[config.mk]
export PLATFORM = sky130hd
export DESIGN_NAME = mips_mc_ctrl_flat
export DESIGN_NICKNAME = d
export VERILOG_FILES = /design/src/rtl/mips_mc_ctrl_pkg.sv /design/src/rtl/mips_mc_ctrl_if.sv /design/src/rtl/mips_fetch_seq.sv /design/src/rtl/mips_mc_ctrl.sv /design/src/flat_wrapper.sv
export SDC_FILE = /design/constraint.sdc
export NUM_CORES = 1
export LEC_CHECK = 0
export CAP_MARGIN = 20
export CORE_AREA = 2 2 51 65
export DETAILED_ROUTE_END_ITERATION = 10
export DIE_AREA = 0 0 53 67
export MAX_ROUTING_LAYER = met4
export PLACE_DENSITY = 0.56
export SLEW_MARGIN = 10
export SYNTH_ARGS = -nofsm -noshare
export SYNTH_HDL_FRONTEND = slang
export SYNTH_HIERARCHICAL = 1
export SYNTH_SLANG_ARGS = --single-unit
export TNS_END_PERCENT = 100
[constraint.sdc]
create_clock -name clk -period 2.4 [get_ports clk]
set_input_delay 0.48 -clock clk [delete_from_list [all_inputs] [get_ports clk]]
set_output_delay 0.48 -clock clk [all_outputs]
set_load 0.02 [all_outputs]
[src/rtl/mips_mc_ctrl_pkg.sv]
// Shared types and encodings for the parametrised multicycle MIPS control unit.
// State names, opcodes and the datapath select codes live here so every file agrees on them.
package mips_ctrl_pkg;

    typedef enum logic [3:0] {
        S_FETCH, S_DECODE, S_MEMADR, S_LBRD, S_LBWR, S_SBWR, S_RTYPEEX,
        S_RTYPEWR, S_BEQEX, S_BNEEX, S_ADDIEX, S_ADDIWR, S_JEX
    } state_t;

    typedef enum logic [5:0] {
        OP_RTYPE = 6'b000000,
        OP_J     = 6'b000010,
        OP_BEQ   = 6'b000100,
        OP_BNE   = 6'b000101,
        OP_ADDI  = 6'b001000,
        OP_LB    = 6'b100000,
        OP_SB    = 6'b101000
    } op_t;

    localparam logic [1:0] ALU_ADD   = 2'b00;
    localparam logic [1:0] ALU_SUB   = 2'b01;
    localparam logic [1:0] ALU_FUNCT = 2'b10;

    localparam logic [1:0] PC_ALU    = 2'b00;
    localparam logic [1:0] PC_ALUOUT = 2'b01;
    localparam logic [1:0] PC_JUMP   = 2'b10;

    localparam logic [1:0] SRCB_REG    = 2'b00;
    localparam logic [1:0] SRCB_FOUR   = 2'b01;
    localparam logic [1:0] SRCB_IMM    = 2'b10;
    localparam logic [1:0] SRCB_BRANCH = 2'b11;

    // Every datapath control except the width-parametrised irwrite lane enables.
    typedef struct packed {
        logic       memread;
        logic       memwrite;
        logic       iord;
        logic       alusrca;
        logic [1:0] alusrcb;
        logic [1:0] aluop;
        logic       memtoreg;
        logic       regdst;
        logic       regwrite;
        logic       pcwrite;
        logic       brnch;
        logic       brne;
        logic [1:0] pcsrc;
        logic       illegal_op;
    } ctrl_t;

endpackage

[src/rtl/mips_mc_ctrl_if.sv]
// Bundle between the controller and the datapath: opcode and memory handshake in,
// mux selects and write enables out.
interface mips_mc_ctrl_if #(parameter int FETCH_BEATS = 4);

    logic [5:0]             op;
    logic                   mem_ready;
    logic                   memread;
    logic                   memwrite;
    logic                   iord;
    logic                   alusrca;
    logic [1:0]             alusrcb;
    logic [1:0]             aluop;
    logic                   memtoreg;
    logic                   regdst;
    logic                   regwrite;
    logic                   pcwrite;
    logic                   brnch;
    logic                   brne;
    logic [1:0]             pcsrc;
    logic [FETCH_BEATS-1:0] irwrite;
    logic                   illegal_op;

    modport master (
        input  op, mem_ready,
        output memread, memwrite, iord, alusrca, alusrcb, aluop, memtoreg,
               regdst, regwrite, pcwrite, brnch, brne, pcsrc, irwrite, illegal_op
    );

    modport slave (
        output op, mem_ready,
        input  memread, memwrite, iord, alusrca, alusrcb, aluop, memtoreg,
               regdst, regwrite, pcwrite, brnch, brne, pcsrc, irwrite, illegal_op
    );

endinterface

[src/rtl/mips_fetch_seq.sv]
// Instruction fetch beat counter: walks the IR byte lanes one accepted beat at a time
// and flags the final beat so the controller can move on to DECODE.
module mips_fetch_seq #(
    parameter int FETCH_BEATS = 4
) (
    input  logic                   clk,
    input  logic                   reset,
    input  logic                   enable,
    input  logic                   acc,
    output logic                   last_beat,
    output logic [FETCH_BEATS-1:0] irwrite
);

    localparam int BW = (FETCH_BEATS > 1) ? $clog2(FETCH_BEATS) : 1;

    logic [BW-1:0] beat_q, beat_d;
    logic          advance;

    assign advance   = enable && acc;
    assign last_beat = (beat_q == BW'(FETCH_BEATS - 1));

    // With a single beat last_beat is always true, so the counter never leaves 0.
    always_comb begin
        // NOTE: default first so every path assigns beat_d and no latch is inferred.
        beat_d = beat_q;
        if (advance) beat_d = last_beat ? '0 : beat_q + 1'b1;
    end

    always_ff @(posedge clk or posedge reset) begin
        // NOTE: non-blocking so the flop captures the pre-edge value of beat_d.
        if (reset) beat_q <= '0;
        else       beat_q <= beat_d;
    end

    assign irwrite = advance ? (FETCH_BEATS'(1) << beat_q) : '0;

endmodule

[src/rtl/mips_mc_ctrl.sv]
// Multicycle control FSM for the 8-bit MIPS subset with wait-state handshake,
// optional ADDI/BNE decode and one-cycle illegal-opcode reporting in DECODE.
import mips_ctrl_pkg::*;

module mips_mc_ctrl #(
    parameter int FETCH_BEATS = 4,
    parameter int WAIT_EN     = 1,
    parameter int EXT_EN      = 1
) (
    input  logic            clk,
    input  logic            reset,
    mips_mc_ctrl_if.master  bus
);

    state_t                 state_q, state_d;
    ctrl_t                  ctrl, ctrl_o;
    logic                   acc;
    logic                   last_beat;
    logic [FETCH_BEATS-1:0] irwrite_l;

    assign acc = bus.mem_ready || (WAIT_EN == 0);

    mips_fetch_seq #(.FETCH_BEATS(FETCH_BEATS)) u_fetch (
        .clk       (clk),
        .reset     (reset),
        .enable    (state_q == S_FETCH),
        .acc       (acc),
        .last_beat (last_beat),
        .irwrite   (irwrite_l)
    );

    always_comb begin
        ctrl    = '0;
        state_d = state_q;
        case (state_q)
            S_FETCH: begin
                ctrl.memread = 1'b1;
                ctrl.alusrcb = SRCB_FOUR;
                ctrl.aluop   = ALU_ADD;
                ctrl.pcsrc   = PC_ALU;
                if (acc) begin
                    ctrl.pcwrite = 1'b1;
                    if (last_beat) state_d = S_DECODE;
                end
            end
            S_DECODE: begin
                ctrl.alusrcb = SRCB_BRANCH;
                case (bus.op)
                    OP_LB, OP_SB: state_d = S_MEMADR;
                    OP_RTYPE:     state_d = S_RTYPEEX;
                    OP_BEQ:       state_d = S_BEQEX;
                    OP_J:         state_d = S_JEX;
                    OP_BNE, OP_ADDI: begin
                        if (EXT_EN != 0) begin
                            state_d = (bus.op == OP_BNE) ? S_BNEEX : S_ADDIEX;
                        end else begin
                            ctrl.illegal_op = 1'b1;
                            state_d         = S_FETCH;
                        end
                    end
                    default: begin
                        ctrl.illegal_op = 1'b1;
                        state_d         = S_FETCH;
                    end
                endcase
            end
            S_MEMADR: begin
                ctrl.alusrca = 1'b1;
                ctrl.alusrcb = SRCB_IMM;
                state_d      = (bus.op == OP_SB) ? S_SBWR : S_LBRD;
            end
            S_LBRD: begin
                ctrl.memread = 1'b1;
                ctrl.iord    = 1'b1;
                if (acc) state_d = S_LBWR;
            end
            S_LBWR: begin
                ctrl.regwrite = 1'b1;
                ctrl.memtoreg = 1'b1;
                state_d       = S_FETCH;
            end
            S_SBWR: begin
                ctrl.memwrite = 1'b1;
                ctrl.iord     = 1'b1;
                if (acc) state_d = S_FETCH;
            end
            S_RTYPEEX: begin
                ctrl.alusrca = 1'b1;
                ctrl.alusrcb = SRCB_REG;
                ctrl.aluop   = ALU_FUNCT;
                state_d      = S_RTYPEWR;
            end
            S_RTYPEWR: begin
                ctrl.regwrite = 1'b1;
                ctrl.regdst   = 1'b1;
                state_d       = S_FETCH;
            end
            S_BEQEX, S_BNEEX: begin
                ctrl.alusrca = 1'b1;
                ctrl.aluop   = ALU_SUB;
                ctrl.brnch   = 1'b1;
                ctrl.brne    = (state_q == S_BNEEX);
                ctrl.pcsrc   = PC_ALUOUT;
                state_d      = S_FETCH;
            end
            S_ADDIEX: begin
                ctrl.alusrca = 1'b1;
                ctrl.alusrcb = SRCB_IMM;
                ctrl.aluop   = ALU_ADD;
                state_d      = S_ADDIWR;
            end
            S_ADDIWR: begin
                ctrl.regwrite = 1'b1;
                state_d       = S_FETCH;
            end
            S_JEX: begin
                ctrl.pcwrite = 1'b1;
                ctrl.pcsrc   = PC_JUMP;
                state_d      = S_FETCH;
            end
            default: state_d = S_FETCH;
        endcase
    end

    always_ff @(posedge clk or posedge reset) begin
        if (reset) state_q <= S_FETCH;
        else       state_q <= state_d;
    end

    // Reset kills every strobe immediately, including a memwrite caught mid-stall.
    assign ctrl_o = reset ? '0 : ctrl;

    assign bus.memread    = ctrl_o.memread;
    assign bus.memwrite   = ctrl_o.memwrite;
    assign bus.iord       = ctrl_o.iord;
    assign bus.alusrca    = ctrl_o.alusrca;
    assign bus.alusrcb    = ctrl_o.alusrcb;
    assign bus.aluop      = ctrl_o.aluop;
    assign bus.memtoreg   = ctrl_o.memtoreg;
    assign bus.regdst     = ctrl_o.regdst;
    assign bus.regwrite   = ctrl_o.regwrite;
    assign bus.pcwrite    = ctrl_o.pcwrite;
    assign bus.brnch      = ctrl_o.brnch;
    assign bus.brne       = ctrl_o.brne;
    assign bus.pcsrc      = ctrl_o.pcsrc;
    assign bus.illegal_op = ctrl_o.illegal_op;
    assign bus.irwrite    = reset ? '0 : irwrite_l;

endmodule

[src/flat_wrapper.sv]
// flat-port wrapper written by rule: the top's interface ports become plain ports
module mips_mc_ctrl_flat 
#(
    parameter int FETCH_BEATS = 4,
    parameter int WAIT_EN     = 1,
    parameter int EXT_EN      = 1
)
  (clk, reset, bus_op, bus_mem_ready, bus_memread, bus_memwrite, bus_iord, bus_alusrca, bus_alusrcb, bus_aluop, bus_memtoreg, bus_regdst, bus_regwrite, bus_pcwrite, bus_brnch, bus_brne, bus_pcsrc, bus_irwrite, bus_illegal_op);
  mips_mc_ctrl_if #(.FETCH_BEATS(FETCH_BEATS)) bus_i ();
  input  logic clk;
  input  logic reset;
  input wire logic [$bits(bus_i.op)-1:0] bus_op;
  input wire logic [$bits(bus_i.mem_ready)-1:0] bus_mem_ready;
  output wire logic [$bits(bus_i.memread)-1:0] bus_memread;
  output wire logic [$bits(bus_i.memwrite)-1:0] bus_memwrite;
  output wire logic [$bits(bus_i.iord)-1:0] bus_iord;
  output wire logic [$bits(bus_i.alusrca)-1:0] bus_alusrca;
  output wire logic [$bits(bus_i.alusrcb)-1:0] bus_alusrcb;
  output wire logic [$bits(bus_i.aluop)-1:0] bus_aluop;
  output wire logic [$bits(bus_i.memtoreg)-1:0] bus_memtoreg;
  output wire logic [$bits(bus_i.regdst)-1:0] bus_regdst;
  output wire logic [$bits(bus_i.regwrite)-1:0] bus_regwrite;
  output wire logic [$bits(bus_i.pcwrite)-1:0] bus_pcwrite;
  output wire logic [$bits(bus_i.brnch)-1:0] bus_brnch;
  output wire logic [$bits(bus_i.brne)-1:0] bus_brne;
  output wire logic [$bits(bus_i.pcsrc)-1:0] bus_pcsrc;
  output wire logic [$bits(bus_i.irwrite)-1:0] bus_irwrite;
  output wire logic [$bits(bus_i.illegal_op)-1:0] bus_illegal_op;
  assign bus_i.op = bus_op;
  assign bus_i.mem_ready = bus_mem_ready;
  assign bus_memread = bus_i.memread;
  assign bus_memwrite = bus_i.memwrite;
  assign bus_iord = bus_i.iord;
  assign bus_alusrca = bus_i.alusrca;
  assign bus_alusrcb = bus_i.alusrcb;
  assign bus_aluop = bus_i.aluop;
  assign bus_memtoreg = bus_i.memtoreg;
  assign bus_regdst = bus_i.regdst;
  assign bus_regwrite = bus_i.regwrite;
  assign bus_pcwrite = bus_i.pcwrite;
  assign bus_brnch = bus_i.brnch;
  assign bus_brne = bus_i.brne;
  assign bus_pcsrc = bus_i.pcsrc;
  assign bus_irwrite = bus_i.irwrite;
  assign bus_illegal_op = bus_i.illegal_op;
  mips_mc_ctrl #(.FETCH_BEATS(FETCH_BEATS), .WAIT_EN(WAIT_EN), .EXT_EN(EXT_EN)) u_core (.clk(clk), .reset(reset), .bus(bus_i));
endmodule
Yosys cells after proc, flatten, opt, wreduce, memory -nomap -nowiden
Index checks and enable logic that the tools add are counted.
Storage, ports and cells
  flip-flop bits (word level): 6
  bits of input ports: 9
  output and inout bits: 21
  word-level logic and storage cells: 67
Operators by class
  $add $sub $neg: 1
  eq/ne operators: 23
  shift-type cells: 1
  mux-type cells: 27
  reduce and logical (&&, ||, !) cells: 13
Operators by type and width (count)
  one-hot mux 4 bit (7 select lines): 1
  2-to-1 mux 4 bit: 6
  == test 4 bit (second input constant): 5
  one-hot mux 4 bit (5 select lines): 1
  2-to-1 mux 17 bit: 1
  == test 4 x 3 -> 1 bit (second input constant): 4
  == test 6 x 3 -> 1 bit (second input constant): 2
  == test 6 bit (second input constant): 2
  OR reduction 2 bit: 6
  2-to-1 mux 1 bit: 10
  == test 4 x 2 -> 1 bit (second input constant): 2
  one-hot mux 2 bit (2 select lines): 2
  OR reduction 7 bit: 1
  == test 6 x 2 -> 1 bit (second input constant): 1
  == test 6 x 4 -> 1 bit (second input constant): 1
  logical NOT 6 bit: 1
  2-to-1 mux 2 bit: 3
  != test 2 bit (second input constant): 3
  one-hot mux 2 bit (3 select lines): 1
  OR reduction 5 bit: 1
  == test 4 x 1 -> 1 bit (second input constant): 1
  logical NOT 4 bit: 1
  AND reduction 4 bit: 1
  << shifter 1 x 2 -> 4 bit (first input constant): 1
  other kinds (7): 7

Depth between registers and ports, before layout
  depth after elaboration: 5
  depth in mapped cells: 6
  mapped depth without buffers: 4

Cells and area by module
Netlist, hierarchy kept.
Modules (own cells, without submodules)
  mips_mc_ctrl: instances 1, cells an instance 94, area an instance 669.4 sq um
  mips_fetch_seq: instances 1, cells an instance 17, area an instance 181.4 sq um

Worst setup path before layout
OpenSTA, ideal clock, no wires.
  path kind: flip-flop to output port
  from: register u_core.state_q[2]
  to: output bus_irwrite[2]
  arrival time: 1744 ps
  required time: 1920 ps
  setup slack: 176 ps
  cell stages (with the launch flop): 7
  cell sequence: dfrtp_1 > buf_6 > or2_2 > buf_2 > nor3_1 > and3_2 > nor2b_1
Between the ends
  word-level cells in the longest chain between the ends: 4
RTL lines
  start, declared: RTL line mips_mc_ctrl.sv:15  | state_t state_q, state_d;
  start signal, assigned: RTL line mips_mc_ctrl.sv:127  | else state_q <= state_d;
  logical NOT 4 bit: RTL line mips_mc_ctrl.sv:26  | .enable (state_q == S_FETCH),
  logical AND 1 bit: RTL line mips_fetch_seq.sv:19  | assign advance = enable && acc;
  2-to-1 mux 4 bit: RTL line mips_fetch_seq.sv:35  | assign irwrite = advance ? (FETCH_BEATS'(1) << beat_q) : '0;
  via u_core.irwrite_l[2]: RTL line mips_mc_ctrl.sv:19  | logic [FETCH_BEATS-1:0] irwrite_l;
  2-to-1 mux 4 bit: RTL line mips_mc_ctrl.sv:147  | assign bus.irwrite = reset ? '0 : irwrite_l;
  end, declared: RTL line flat_wrapper.sv:27  | output wire logic [$bits(bus_i.irwrite)-1:0] bus_irwrite;
The timed path passes the listed nets, and every way through them passes these cells.

Worst setup path after layout
  from: input bus_op[1]
  to: output bus_illegal_op
Between the ends
  word-level cells in the longest chain between the ends: 5
  elaborated cells between the ends (all ways): 11
RTL lines
  start, declared: RTL line flat_wrapper.sv:12  | input wire logic [$bits(bus_i.op)-1:0] bus_op;
  == test 6 bit (tied with other cells): RTL line mips_mc_ctrl.sv:48  | case (bus.op)
  OR reduction 7 bit (no source line) (*)
  2-to-1 mux 1 bit (*)
  2-to-1 mux 1 bit (*): RTL line mips_mc_ctrl.sv:35  | case (state_q)
  2-to-1 mux 17 bit (*): RTL line mips_mc_ctrl.sv:131  | assign ctrl_o = reset ? '0 : ctrl;
  end, declared: RTL line flat_wrapper.sv:28  | output wire logic [$bits(bus_i.illegal_op)-1:0] bus_illegal_op;
Mark *: on every way between the ends. The rest lies on a longest branch, timed or not.

==> summary.txt <==
Status
  – Status: finished clean

Placement
  – DP Wirelength: between 2000 and 2500 microns
  – GP Congestion: 0.8008
  – Placed Cells incl. Taps: 186
  – Post-DP Area: between 1000 and 1500 sq um
  – Port Buffers: 29
  – DP Worst Slack: -0.6126 ns

Floorplanning
  – Die footprint: roughly 3600 sq um
  – Initial Util: 29.44%
  – IO Pins: 30
  – Num rows: 22
  – DIE WIDTH: 53 microns
  – Die height: ~67 microns
  – Core Region: 2890 sq um

Power
  – Logic pwr share: 75.4%
  – Maximum vdd drop: between 500 and 600 uV
  – Switching part of the total power: between 40% and 50%
  – Internal power: about 570 uW
  – Total power: around 1.1 mW
  – PD cells: between 800 and 900 nW/um^2
  – Share of total power in sequential cells: about 17%
  – Psw: between 500 and 600 uW
  – LEAKAGE: 0.6495 nW
  – Clk pwr share: 7.9%

Worst setup path
  – CP arrival: 1.84 ns
  – Critical R2R Launch: u_core/state_q[3]
  – Worst setup EP type: primary output
  – CP Launch Type: primary input
  – Setup Crit Path Kind: in -> out
  – Required time of the critical path: about 1.9 ns
  – CP Max Fanout: 4
  – Crit. Startpoint: bus_op[1]

Global routing
  – Global-route wire length before repair: roughly 4500 microns
  – Vias in the first global route: about 1,000
  – Gr ovfl total: 0
  – Total GRT Usage: around 17%
  – Largest net degree at the start of global routing: 19
  – Initial antenna violation count: 0

Final layout
  – Diode count: 0
  – Layout cells sized above 1: ~29%
  – Final instance area: ~1300 sq um
  – Layout area overhead: 48.24%
  – Most frequent cells in the layout: 21 x buf_4, 13 x dlygate4sd2_1, 10 x nor2_1, 8 x nor4_1
  – Final nets: 169
  – Most common cell after layout, fill and taps aside: buf_4
  – Non-filler cells, final: between 150 and 200
  – Fin util: between 40% and 50%

Timing
  – Setup Skew: about 0.00026 ns
  – Slew Limit Fails: 0
  – RSZ-0062 raised after global routing: yes
  – Crit share post-route: between 90% and 100%
  – Crit path time final: about 2.3 ns
  – Slew @ Worst Pin: roughly 0.39 ns
  – Achievable frequency: between 400 and 500 MHz
  – Setup ws final: around 0.077 ns
  – Finish-stage setup viols: 0
  – Final hold violation count: 0
  – Slew Limit Headroom: between 70% and 80%
  – Worst Hold Slack: ~0.57 ns
  – Setup tns final: 0 ns

Synth
  – Post-synth EDFFs: 0
  – Yosys reg bits: 6
  – Post-synthesis sequential area ratio: between 10% and 20%
  – Netlist cell types: between 40 and 50
  – Mapped Cells: around 110
  – Ys flop type: dfrtp_1
  – Syn_nets: roughly 120
  – Synth Cell Area: approximately 850 sq um
  – Yosys warns: 6
  – FFs w/ async S/R, synth: 100.0%
  – Avg Cell Area, Syn: between 7 and 8 sq um

Detailed routing
  – Vias post-DR: ~1,000
  – Initial drt markers: 12
  – Routed wire length: roughly 2700 microns
  – Routed WL per cell: about 14 microns
  – # DRC: 0
  – Initial DRT Pass Iterations: 4
  – Vias per cell: 5.347
  – Final ANT Viol Nets: 0

Clock tree
  – Clock Tree Root: clkbuf_4
  – CTS buffer count: 3
  – CTS tree: yes
  – Worst skew pair latency: between 0.2 and 0.25 ns
  – Longest Clk Path Bufs: 2
  – Clock-pin transition on the worst setup and hold timing paths: 0.04 ns
  – # H-tree levels: 1
  – Sink count of the clock tree: 6

Worst hold path
  – Hold/Removal Path Class: in -> async

Run
  – Number of max-cap violations: 0
[final timing paths]
check / to / slack [ns] / cells past startpoint
setup / recovery: bus_illegal_op / 0.08 / 6
hold / removal: u_core/state_q[0] / 0.57 / 3
setup reg to reg: u_core/state_q[2] / 0.86 / 5
hold reg to reg: u_core/u_fetch/beat_q[1] / 0.61 / 1
max in group asynchronous: u_core/u_fetch/beat_q[0] / 1.66 / 3
min in group clk: u_core/u_fetch/beat_q[1] / 0.61 / 1
[registers in the layout, summed over array words and instances (netlist names)]
name / count
u_core/u_fetch/beat_q: 2
u_core/state_q: 4
[critical path: stages]
cell and delay, ns:
clkdlybuf4s15_1 0.22, nor4b_1 0.16, or3_1 0.33, nor3b_1 0.16, a2111oi_2 0.28, buf_2 0.22
[power by group through the flow]
stage	registers, mW	clock network, mW	logic (mW)
final	0.189	0.0889	0.849
after CTS	0.189	0.0936	0.850
after detailed placement	0.190	0	0.883
after global routing	0.197	0.100	0.930
after global placement	0.186	0	0.870
after floorplan	0.173	0	0.584
[Yosys cell counts, drive strengths merged, types with 2 or more instances]
library cell / instances / share of area (%)
and3: 4 / 3.5
nor4: 9 / 8.4
buf: 8 / 5.7
nor3: 7 / 4.1
o21ai: 3 / 1.8
nand2b: 3 / 2.2
a211oi: 2 / 1.8
nor3b: 2 / 1.8
inv: 7 / 3.1
nand3: 2 / 1.2
clkbuf: 2 / 0.88
ha: 4 / 5.9
nor4b: 2 / 2.1
nor2b: 5 / 3.7
a32oi: 2 / 2.1
nor2: 10 / 4.4
mux2: 2 / 3.5
dfrtp: 6 / 18
nand2: 6 / 2.9
a21oi: 5 / 2.9
xor2: 2 / 2.1
[cells by family after synthesis]
group | share of synthesized area, %
and+or+nand+nor | 38.68
AOI/OAI and AO/OA | 19.85
buffers and inverters | 10.15
DFF | 17.65
adders and majority gates | 5.883
xor gates and xnor gates | 3.089
muxes | 4.706
[timing repair]
item                                    in CTS  in global routing
setup buffers                                0                  1
endpoints found under the setup margin      19                  9
pin swaps                                    0                  2
gates resized for setup                     28                 18
hold buffers                                 0                  0
[final cells by class]
cell class                      count  area [sq um]
Tap cell                           36         45.04
Inverter                            8         30.03
Timing Repair Buffer               50         396.6
Fill cell                         317          1629
Clock buffer                        3         22.52
Multi-Input combinational cell     87         616.8
Sequential cell                     6         150.1
[per-layer routing]
layer,global-route usage (%),up-vias,wire [microns]
met4,0.3205,0,0
met5,-,-,0
met1,17.93,493,1104
met3,2.915,0,105
li1,-,498,-
met2,33.13,25,1537
No activity file was read; power rests on OpenSTA's default activity.
==> edit, RTL diff (config.mk and constraints unchanged) <==
`FETCH_BEATS` is set to 4 in 4 places; all go to 2.
--- a/src/rtl/mips_mc_ctrl_if.sv
+++ b/src/rtl/mips_mc_ctrl_if.sv
@@ -1,6 +1,6 @@
 // Bundle between the controller and the datapath: opcode and memory handshake in,
 // mux selects and write enables out.
-interface mips_mc_ctrl_if #(parameter int FETCH_BEATS = 4);
+interface mips_mc_ctrl_if #(parameter int FETCH_BEATS = 2);
 
     logic [5:0]             op;
     logic                   mem_ready;
--- a/src/rtl/mips_fetch_seq.sv
+++ b/src/rtl/mips_fetch_seq.sv
@@ -1,7 +1,7 @@
 // Instruction fetch beat counter: walks the IR byte lanes one accepted beat at a time
 // and flags the final beat so the controller can move on to DECODE.
 module mips_fetch_seq #(
-    parameter int FETCH_BEATS = 4
+    parameter int FETCH_BEATS = 2
 ) (
     input  logic                   clk,
     input  logic                   reset,
--- a/src/rtl/mips_mc_ctrl.sv
+++ b/src/rtl/mips_mc_ctrl.sv
@@ -3,7 +3,7 @@
 import mips_ctrl_pkg::*;
 
 module mips_mc_ctrl #(
-    parameter int FETCH_BEATS = 4,
+    parameter int FETCH_BEATS = 2,
     parameter int WAIT_EN     = 1,
     parameter int EXT_EN      = 1
 ) (
--- a/src/flat_wrapper.sv
+++ b/src/flat_wrapper.sv
@@ -1,7 +1,7 @@
 // flat-port wrapper written by rule: the top's interface ports become plain ports
 module mips_mc_ctrl_flat 
 #(
-    parameter int FETCH_BEATS = 4,
+    parameter int FETCH_BEATS = 2,
     parameter int WAIT_EN     = 1,
     parameter int EXT_EN      = 1
 )
Interface: changed (resized bus_irwrite); port bits go from 30 to 28. The function was not compared with the original's and may differ.
==> edit against the unedited design <==
Largest power group unchanged. Wire length is 19% lower. Final area is 6.6% lower. Clock skew is 0.00093 ns higher. Sequential share of layout area is 1.2 points lower. Clock power is 5.3% higher. Power is 19% lower. Final cell count is 3.2% lower. Setup slack better by 0.021 ns. Worst hold slack worse by 0.014 ns. Critical path depth is 2 lower. Register-to-register slack hardly changed. Area after synthesis is 16% lower. Sequential cell count is 1 lower.
==> edit: results (changes against the unedited design) <==
DR iter-0 viols=6 (was 12); GRT Util Overall=13.1% (was 16.8%); Commonest cells post-synth=nor2_1 (13), nand2_1 (12), a21oi_1 (7) (was nor2_1 (10), nor4_1 (8), inv_1 (7), nor3_1 (7)); Logic inverters=4 (was 8); CP Data Arrival Time=1.82 ns (was 1.84 ns); R2R depth=6 (was 5); grt met2 use=24.5% (was 33.1%); hold slack=0.551 ns (was 0.565 ns); gpl congestion=0.829 (was 0.801); post-synthesis mux area share=0% (was 4.71%); final setup margin=0.0983 ns (was 0.0770 ns); status=finished, final reports clean (unchanged); met1 WL=917 um (was 1100 um); pin count of the biggest net entering global routing=14 (was 19); complex-gate fraction of the synthesized area=27.2% (was 19.9%); number of flip-flops and latches=5 (was 6); M1 GR Usage=13.8% (was 17.9%); Highest Signal Layer=met4 (was met3); Cell Area, Placed=1170 sq um (was 1280 sq um); met2 WL=1170 um (was 1540 um); Post-Route Utilization=40.7% (was 43.6%); Place WS=-0.322 ns (was -0.613 ns); clock buffers=4 (was 3); multi-input gates=83 (was 87); vias in the first global route=834 (was 1002); CP startpoint=u_core/state_q[1]$_DFFE_PP0P_ (was bus_op[1]); post-synthesis net count=111 (was 124); worst rel slew slack=76.6% (was 73.5%); Post-Route WL=2220 um (was 2750 um); Setup crit end=bus_memwrite (was bus_illegal_op); worst r2r src=u_core/state_q[2]$_DFFE_PP0P_ (was u_core/state_q[3]$_DFFE_PP0P_); first-pass GRT wire length=3440 um (was 4460 um); Seq/Total Area, Yosys=17.5% (was 17.6%); layout cell share with drive strength beyond 1=26.4% (was 29.2%); Synth Area in Adders=0% (was 5.88%); clock network area share=2.23% (was 1.79%); Reg area=126 sq um (was 150 sq um); Hold WC Path Type=reg -> reg (was in -> async)
[edit: cell count changes after synthesis, moves of 3 or more]
cell     before  now
and3_2        4    1
ha_1          4    0
inv_1         7    3
nand2_1       5   12
nor4_1        8    5
nor2_1       10   13
[edit: repair_timing]
action	4_1_cts	5_1_grt
setup buffers	0	0
resized for setup	19	3
setup endpoints to repair	17	6
[edit: power by group]
| group | internal [W] | switching (W) | total (W) |
|---|---|---|---|
| Sequential | 0.000115 | 0.0000459 | 0.000161 |
| Combinational | 0.000314 | 0.000348 | 0.000663 |
| Clock | 0.0000626 | 0.0000310 | 0.0000936 |
| Total | 0.000492 | 0.000425 | 0.000917 |
[edit: critical path: stages, from the launching register on]
cell,delay (ns)
dfrtp_1,0.46
nand2b_2,0.25
buf_4,0.16
nor2_1,0.10
clkdlybuf4s50_1,0.61
